$ cat src/rtl/prog_counter.sv
`default_nettype none
// ============================================================================
//  Module      : prog_counter
//  Description : Programmable timebase / event counter. Provides enable,
//                synchronous load, up/down counting by STEP, programmable
//                terminal value (period), clock prescaler, a registered
//                one-cycle terminal-count pulse and a continuous or one-shot
//                mode with a sticky done flag.
//  Revision    : 1.0 - initial release
// ============================================================================
module prog_counter #(
    parameter int WIDTH = 24,
    parameter int STEP  = 1,
    parameter int PRE_W = 8
) (
    input  logic             clk,
    input  logic             reset,
    input  logic             en,
    input  logic             load,
    input  logic [WIDTH-1:0] load_val,
    input  logic             up,
    input  logic             oneshot,
    input  logic [WIDTH-1:0] period,
    input  logic [PRE_W-1:0] prescale,
    output logic [WIDTH-1:0] value,
    output logic             tc,
    output logic             done
);

    typedef enum logic [0:0] {
        ST_COUNT = 1'b0,
        ST_DONE  = 1'b1
    } state_t;

    // STEP in the counter width and in the one-bit-wider sum domain, so that
    // value+STEP can never silently wrap past the top of the range.
    localparam logic [WIDTH-1:0] C_STEP   = WIDTH'(STEP);
    localparam logic [WIDTH:0]   C_STEP_X = (WIDTH+1)'(STEP);

    state_t             state_q, state_d;
    logic [WIDTH-1:0]   value_q, value_d;
    logic [PRE_W-1:0]   pre_cnt_q, pre_cnt_d;
    logic               tc_q, tc_d;
    logic               done_q, done_d;

    logic               tick;
    logic [WIDTH:0]     sum;
    logic               terminal;

    // Prescaler: counts enabled cycles in COUNT and emits a tick every prescale+1.
    always_comb begin
        tick      = 1'b0;
        pre_cnt_d = pre_cnt_q;
        if (load) begin
            pre_cnt_d = '0;
        end else if (en && (state_q == ST_COUNT)) begin
            if (pre_cnt_q == prescale) begin
                pre_cnt_d = '0;
                tick      = 1'b1;
            end else begin
                pre_cnt_d = pre_cnt_q + PRE_W'(1);
            end
        end
    end

    // Terminal detection: up overflows past period, down would go below zero.
    always_comb begin
        sum      = {1'b0, value_q} + C_STEP_X;
        terminal = up ? (sum > {1'b0, period}) : (value_q < C_STEP);
    end

    // Next-state, value, pulse and done flag; load always beats a tick.
    always_comb begin
        state_d = state_q;
        value_d = value_q;
        tc_d    = 1'b0;
        done_d  = done_q;
        if (load) begin
            value_d = load_val;
            done_d  = 1'b0;
            state_d = ST_COUNT;
        end else if (tick) begin
            if (terminal) begin
                tc_d = 1'b1;
                if (oneshot) begin
                    done_d  = 1'b1;
                    state_d = ST_DONE;
                end else begin
                    value_d = up ? '0 : period;
                end
            end else if (up) begin
                value_d = sum[WIDTH-1:0];
            end else begin
                value_d = value_q - C_STEP;
            end
        end
    end

    // State register with asynchronous active-high reset.
    always_ff @(posedge clk or posedge reset) begin
        if (reset) begin
            state_q   <= ST_COUNT;
            value_q   <= '0;
            pre_cnt_q <= '0;
            tc_q      <= 1'b0;
            done_q    <= 1'b0;
        end else begin
            state_q   <= state_d;
            value_q   <= value_d;
            pre_cnt_q <= pre_cnt_d;
            tc_q      <= tc_d;
            done_q    <= done_d;
        end
    end

    assign value = value_q;
    assign tc    = tc_q;
    assign done  = done_q;

endmodule
`default_nettype wire

$ cat config.mk
export PLATFORM = sky130hd
export DESIGN_NAME = prog_counter
export DESIGN_NICKNAME = d
export VERILOG_FILES = /design/src/rtl/prog_counter.sv
export SDC_FILE = /design/constraint.sdc
export NUM_CORES = 1
export LEC_CHECK = 0
export CORE_MARGIN = 2
export CORE_UTILIZATION = 50
export DETAILED_ROUTE_END_ITERATION = 8
export DONT_BUFFER_PORTS = 1
export GPL_ROUTABILITY_DRIVEN = 0
export HOLD_SLACK_MARGIN = 0.02
export PLACE_DENSITY_LB_ADDON = 0.05
export SYNTH_ARGS = -nofsm -noshare
export SYNTH_HDL_FRONTEND = slang
export SYNTH_SLANG_ARGS = --single-unit
$ cat constraint.sdc
create_clock -name clk -period 7 [get_ports clk]
set_clock_uncertainty 0.05 [all_clocks]
set_input_delay 0.35 -clock clk [delete_from_list [all_inputs] [get_ports clk]]
set_output_delay 0.35 -clock clk [all_outputs]
set_load 0.01 [all_outputs]
# Yosys cells after proc, flatten, opt, wreduce, memory -nomap -nowiden
# Cells that the tools add are included.
# word_totals
register_bits	34
out_inout_bits	26
elab_cells	39
# op_classes
add_sub_neg	3
order_cmp	2
eq_ne	2
n_mux	20
bitwise_logic	1
reduce_logical	7
# ops
op	n
$mux 24	6
$add 24x1->25 const B	1
$gt 25x24->1	1
$lt 24x1->1 const B	1
$mux 8	3
$sub 24x1->24 const B	1
$mux 1	11
$add 8x1->8 const B	1
$eq 8x8->1	1
$reduce_bool 2->1	4
$ne 3x3->1 const B	1
$reduce_and 3->1	1
$reduce_and 2->1	1
$logic_and 1x1->1	1
$not 1->1	1

# Longest topological paths before layout
# logic_depth
ltp_word	6
depth_mapped	19
ltp_nobuf	15

# Worst setup path after synthesis
# Ideal clock, no wire load.
# synth_timing
path_kind	register to register
startpoint	register value_q[2], in the netlist value[2]
endpoint	register value_q[6], in the netlist value[6]
setup_time_ps	95
arrival_time_ps	3633
required_ps	6855
setup_slack_ps	3221
stages_incl_launch_ff	20
n_path_buf	4
cell_sequence	dfrtp_1 -> buf_2 -> and4_1 -> or3b_1 -> clkbuf_1 -> nor2_2 -> nand3_2 -> nor2_1 -> xor2_1 -> ha_1 -> nand4_1 -> nor3_1 -> a221oi_1 -> nand3_1 -> o21ai_1 -> and2_1 -> buf_2 -> buf_2 -> a211oi_1 -> o31ai_1
# synth_between
elab_chain_len	6
# synth_lines
item	line	rtl
start: declaration	41	logic [WIDTH-1:0] value_q, value_d;
start signal: assignment	109	value_q <= value_d;
$add 24x1->25	68	sum = {1'b0, value_q} + C_STEP_X;
$gt 25x24->1	69	terminal = up ? (sum > {1'b0, period}) : (value_q < C_STEP);
$mux 1	69	
$mux 24	83	if (terminal) begin
$mux 24	82	end else if (tick) begin
$mux 24	78	if (load) begin
# Parallel ways exist; a longest one is shown, timed or not. The select of a mux whose other input is x is not followed.
# A chain may end at the register's enable or synchronous reset.

# Worst setup path in the final report
# layout_timing
startpoint	register value_q[2], in the netlist value[2]
endpoint	register value_q[3], in the netlist value[3]
# Same word-level chain as after synthesis.

==> summary.txt <==
FF/Latch Area: 851 um^2
Final Hold Fails: 0
Vias per std cell: 6.43
Ys flop type: dfrtp_1
Via count: 3618
Pre-CTS setup slack: 2.24 ns
Sw power: 305 uW
Longest Clk Path Bufs: 2
Slew HR: 49.4%
Total negative slack: 0 ns
Final Cycle Share: 68.2%
Initial Util: 51.7%
Most frequent cells in the layout: nor2_1 (47), nand2_1 (35), xnor2_1 (34), dfrtp_1 (34), a21oi_1 (31)
Layout cell share with drive strength beyond 1: 5.60%
Post-Synthesis Cells: 489
TritonCTS buffer count: 5
Syn avg cell area: 7.67 um^2
Overall routed net length: 11100 um
Max-Cap Viols: 0
Least-Margin Pin Slew: 0.752 ns
Synth cell types: 60
Placed inst area: 3720 um^2
First-pass GRT wire length: 18200 um
Seq cells post-synth: 34
Synth-to-layout area growth: 2.27%
Crit end category: flop
CTS tree: done
Fin cells: 563
Clock latency on the worst-skew pair: 0.31 ns
Worst setup SP type: flop
EDFF count, synth: 0
Power density cells: 194 nW/um^2
Die width: 90.6 um
Mapped Area: 3750 um^2
Crit path DAT: 4.92 ns
Gr ovfl total: 0
DRC viols: 0
Fillers: 727
FMAX: 0.210 GHz
Initial antenna violation count: 0
Final setup viols: 0
Sw frac: 41.0%
RSZ-0062 raised after global routing: false
PnR worst setup slack: 2.23 ns
I/O Buffers: 0
Detailed Place HPWL: 7810 um
Gr usage total: 27.3%
Clk pwr share: 25.4%
Post-CTS sizing: 0
Logic pwr share: 33.3%
Clock Pin Slew Worst Setup and Hold Paths: 0.08 ns
Iter 0 DRT Violations: 202
Most common cell after layout, fill and taps aside: nor2_1
Clk sink count: 34
Worst Path Max Fanout: 22
Worst hold path type: input port to flop
Final-stage net count: 552
Multi-input logic area: 2590 um^2
Drt pass-1 iters: 5
Crit Path Class: flop to flop
Ys async rst share: 100%
Antenna Nets Post-Route: 0
Setup bufs post-CTS: 0
Chip Height: 90.6 um
Root Driver: clkbuf_8
Outcome: finished, final reports clean
Core ar.: 7250 um^2
Inst Count DP: 554
Final Util: 52.9%
# H-tree levels: 2
Worst vdd ir: 0.108 mV
Period minus WS final: 4.77 ns
Row count: 31
Ys Warns: 0
Vias in the first global route: 3582
Sequential area share after synthesis: 22.7%
Int Pwr: 439 uW
Wire per inst: 19.6 um
N_diodes: 0
Ports: 88
Largest net degree at the start of global routing: 35
Mapped Nets: 578
Die area: 8210 um^2
Slew Viols, Final: 0
Seq pwr share: 41.3%
Req. time, crit path: 7.15 ns
Leakage: 1.58 nW
Fin area: 3830 um^2
## path summary, 6_finish.rpt
check                                    startpoint                       end  slack (ns)  cells after the start
setup / recovery               value[2]$_DFFE_PP0P_      value[3]$_DFFE_PP0P_        2.23                     16
hold / removal                                 load  pre_cnt_q[4]$_DFFE_PP0P_        0.05                      1
setup reg to reg               value[2]$_DFFE_PP0P_      value[3]$_DFFE_PP0P_        2.23                     16
hold reg to reg            pre_cnt_q[7]$_DFFE_PP0P_  pre_cnt_q[7]$_DFFE_PP0P_        0.53                      2
max in group asynchronous                     reset      value[8]$_DFFE_PP0P_        5.99                      3
min in group asynchronous                     reset     value[22]$_DFFE_PP0P_        0.56                      3
## synthesized netlist by cell type, types with 5 or more instances
cell	instances	share of area (%)
o31ai_1	12	2.4
or3_1	5	0.83
clkbuf_1	17	1.7
buf_2	17	2.3
nor4_1	8	1.3
nand4_1	15	2.5
a31oi_1	6	1.0
a21oi_1	31	4.1
xnor2_1	34	7.9
nor3_1	17	2.3
a211oi_1	13	2.6
a221oi_1	5	1.2
o22ai_1	5	0.83
o21ai_0	11	1.5
nor2_1	47	4.7
xor2_1	17	4.0
nand2_1	35	3.5
and3_1	10	1.7
ha_1	27	9.0
inv_1	30	3.0
nand3_1	21	2.8
dfrtp_1	34	23
## state kept, by name, indices dropped and copies added (netlist names)
| name | count |
|---|---|
| pre_cnt_q | 8 |
| value | 24 |
| tc | 1 |
| done | 1 |
## timing repair
item	CTS	global route
hold buffers	1	0
setup endpoints to repair	0	0
endpoints found under the hold margin	27	0
## metrics by stage
step / hold slack [ns] / total power, mW
2_1_floorplan: 0.442 / 0.507
3_3_place_gp: 0.333 / 0.552
3_5_place_dp: 0.339 / 0.556
4_1_cts: 0.0476 / 0.747
5_1_grt: 0.0471 / 0.799
6_report: 0.0545 / 0.745
## cell families after synthesis
group,Yosys count,synth area share (%)
AO/OA/AOI/OAI,121,22.4
XOR/XNOR,51,11.9
adder cells (fa/ha/maj),27,9.01
buffers and inverters,69,8.21
flip-flops,34,22.7
multiplexers,2,0.534
AND/OR/NAND/NOR,185,25.3
## power groups by stage
stage / registers [mW] / logic, mW / clock network (mW)
2_1_floorplan: 0.259 / 0.248 / 0
3_3_place_gp: 0.310 / 0.243 / 0
3_5_place_dp: 0.311 / 0.246 / 0
4_1_cts: 0.306 / 0.248 / 0.193
5_1_grt: 0.316 / 0.283 / 0.200
6_report: 0.308 / 0.248 / 0.189
## routing by layer
layer / global-route usage, % / routed length, um / vias up / share of wire, %
met5: 0 / 0 / - / 0
met4: 7.44 / 113 / 0 / 1.0
met3: 5.68 / 732 / 10 / 6.6
met2: 44.5 / 5310 / 132 / 48
met1: 36.6 / 4890 / 1751 / 44
li1: - / - / 1725 / -
## worst max-delay path: stages, from the launching register on
cell and delay [ns]:
dfrtp_1 0.67, and4_1 0.34, or3b_1 0.48, nor2_2 0.34, nand3_2 0.19, nor2_1 0.16
xor2_1 0.18, ha_1 0.25, nand4_1 0.13, nor3_1 0.09, a221oi_1 0.27, nand3_1 0.16
o21ai_0 0.22, nand2_1 0.32, buf_4 0.35, a31o_2 0.24, a22o_1 0.22
## area by class of cell
type | count | share of cell area [%]
sequential | 34 | 22.2
tap | 99 | 3.23
inverter | 30 | 2.94
clock inverter | 3 | 1.04
multi-input combinational | 386 | 67.6
timing repair buffer | 6 | 1.24
clock buffer | 5 | 1.79
Note: power is estimated with default switching activity, not from simulation.
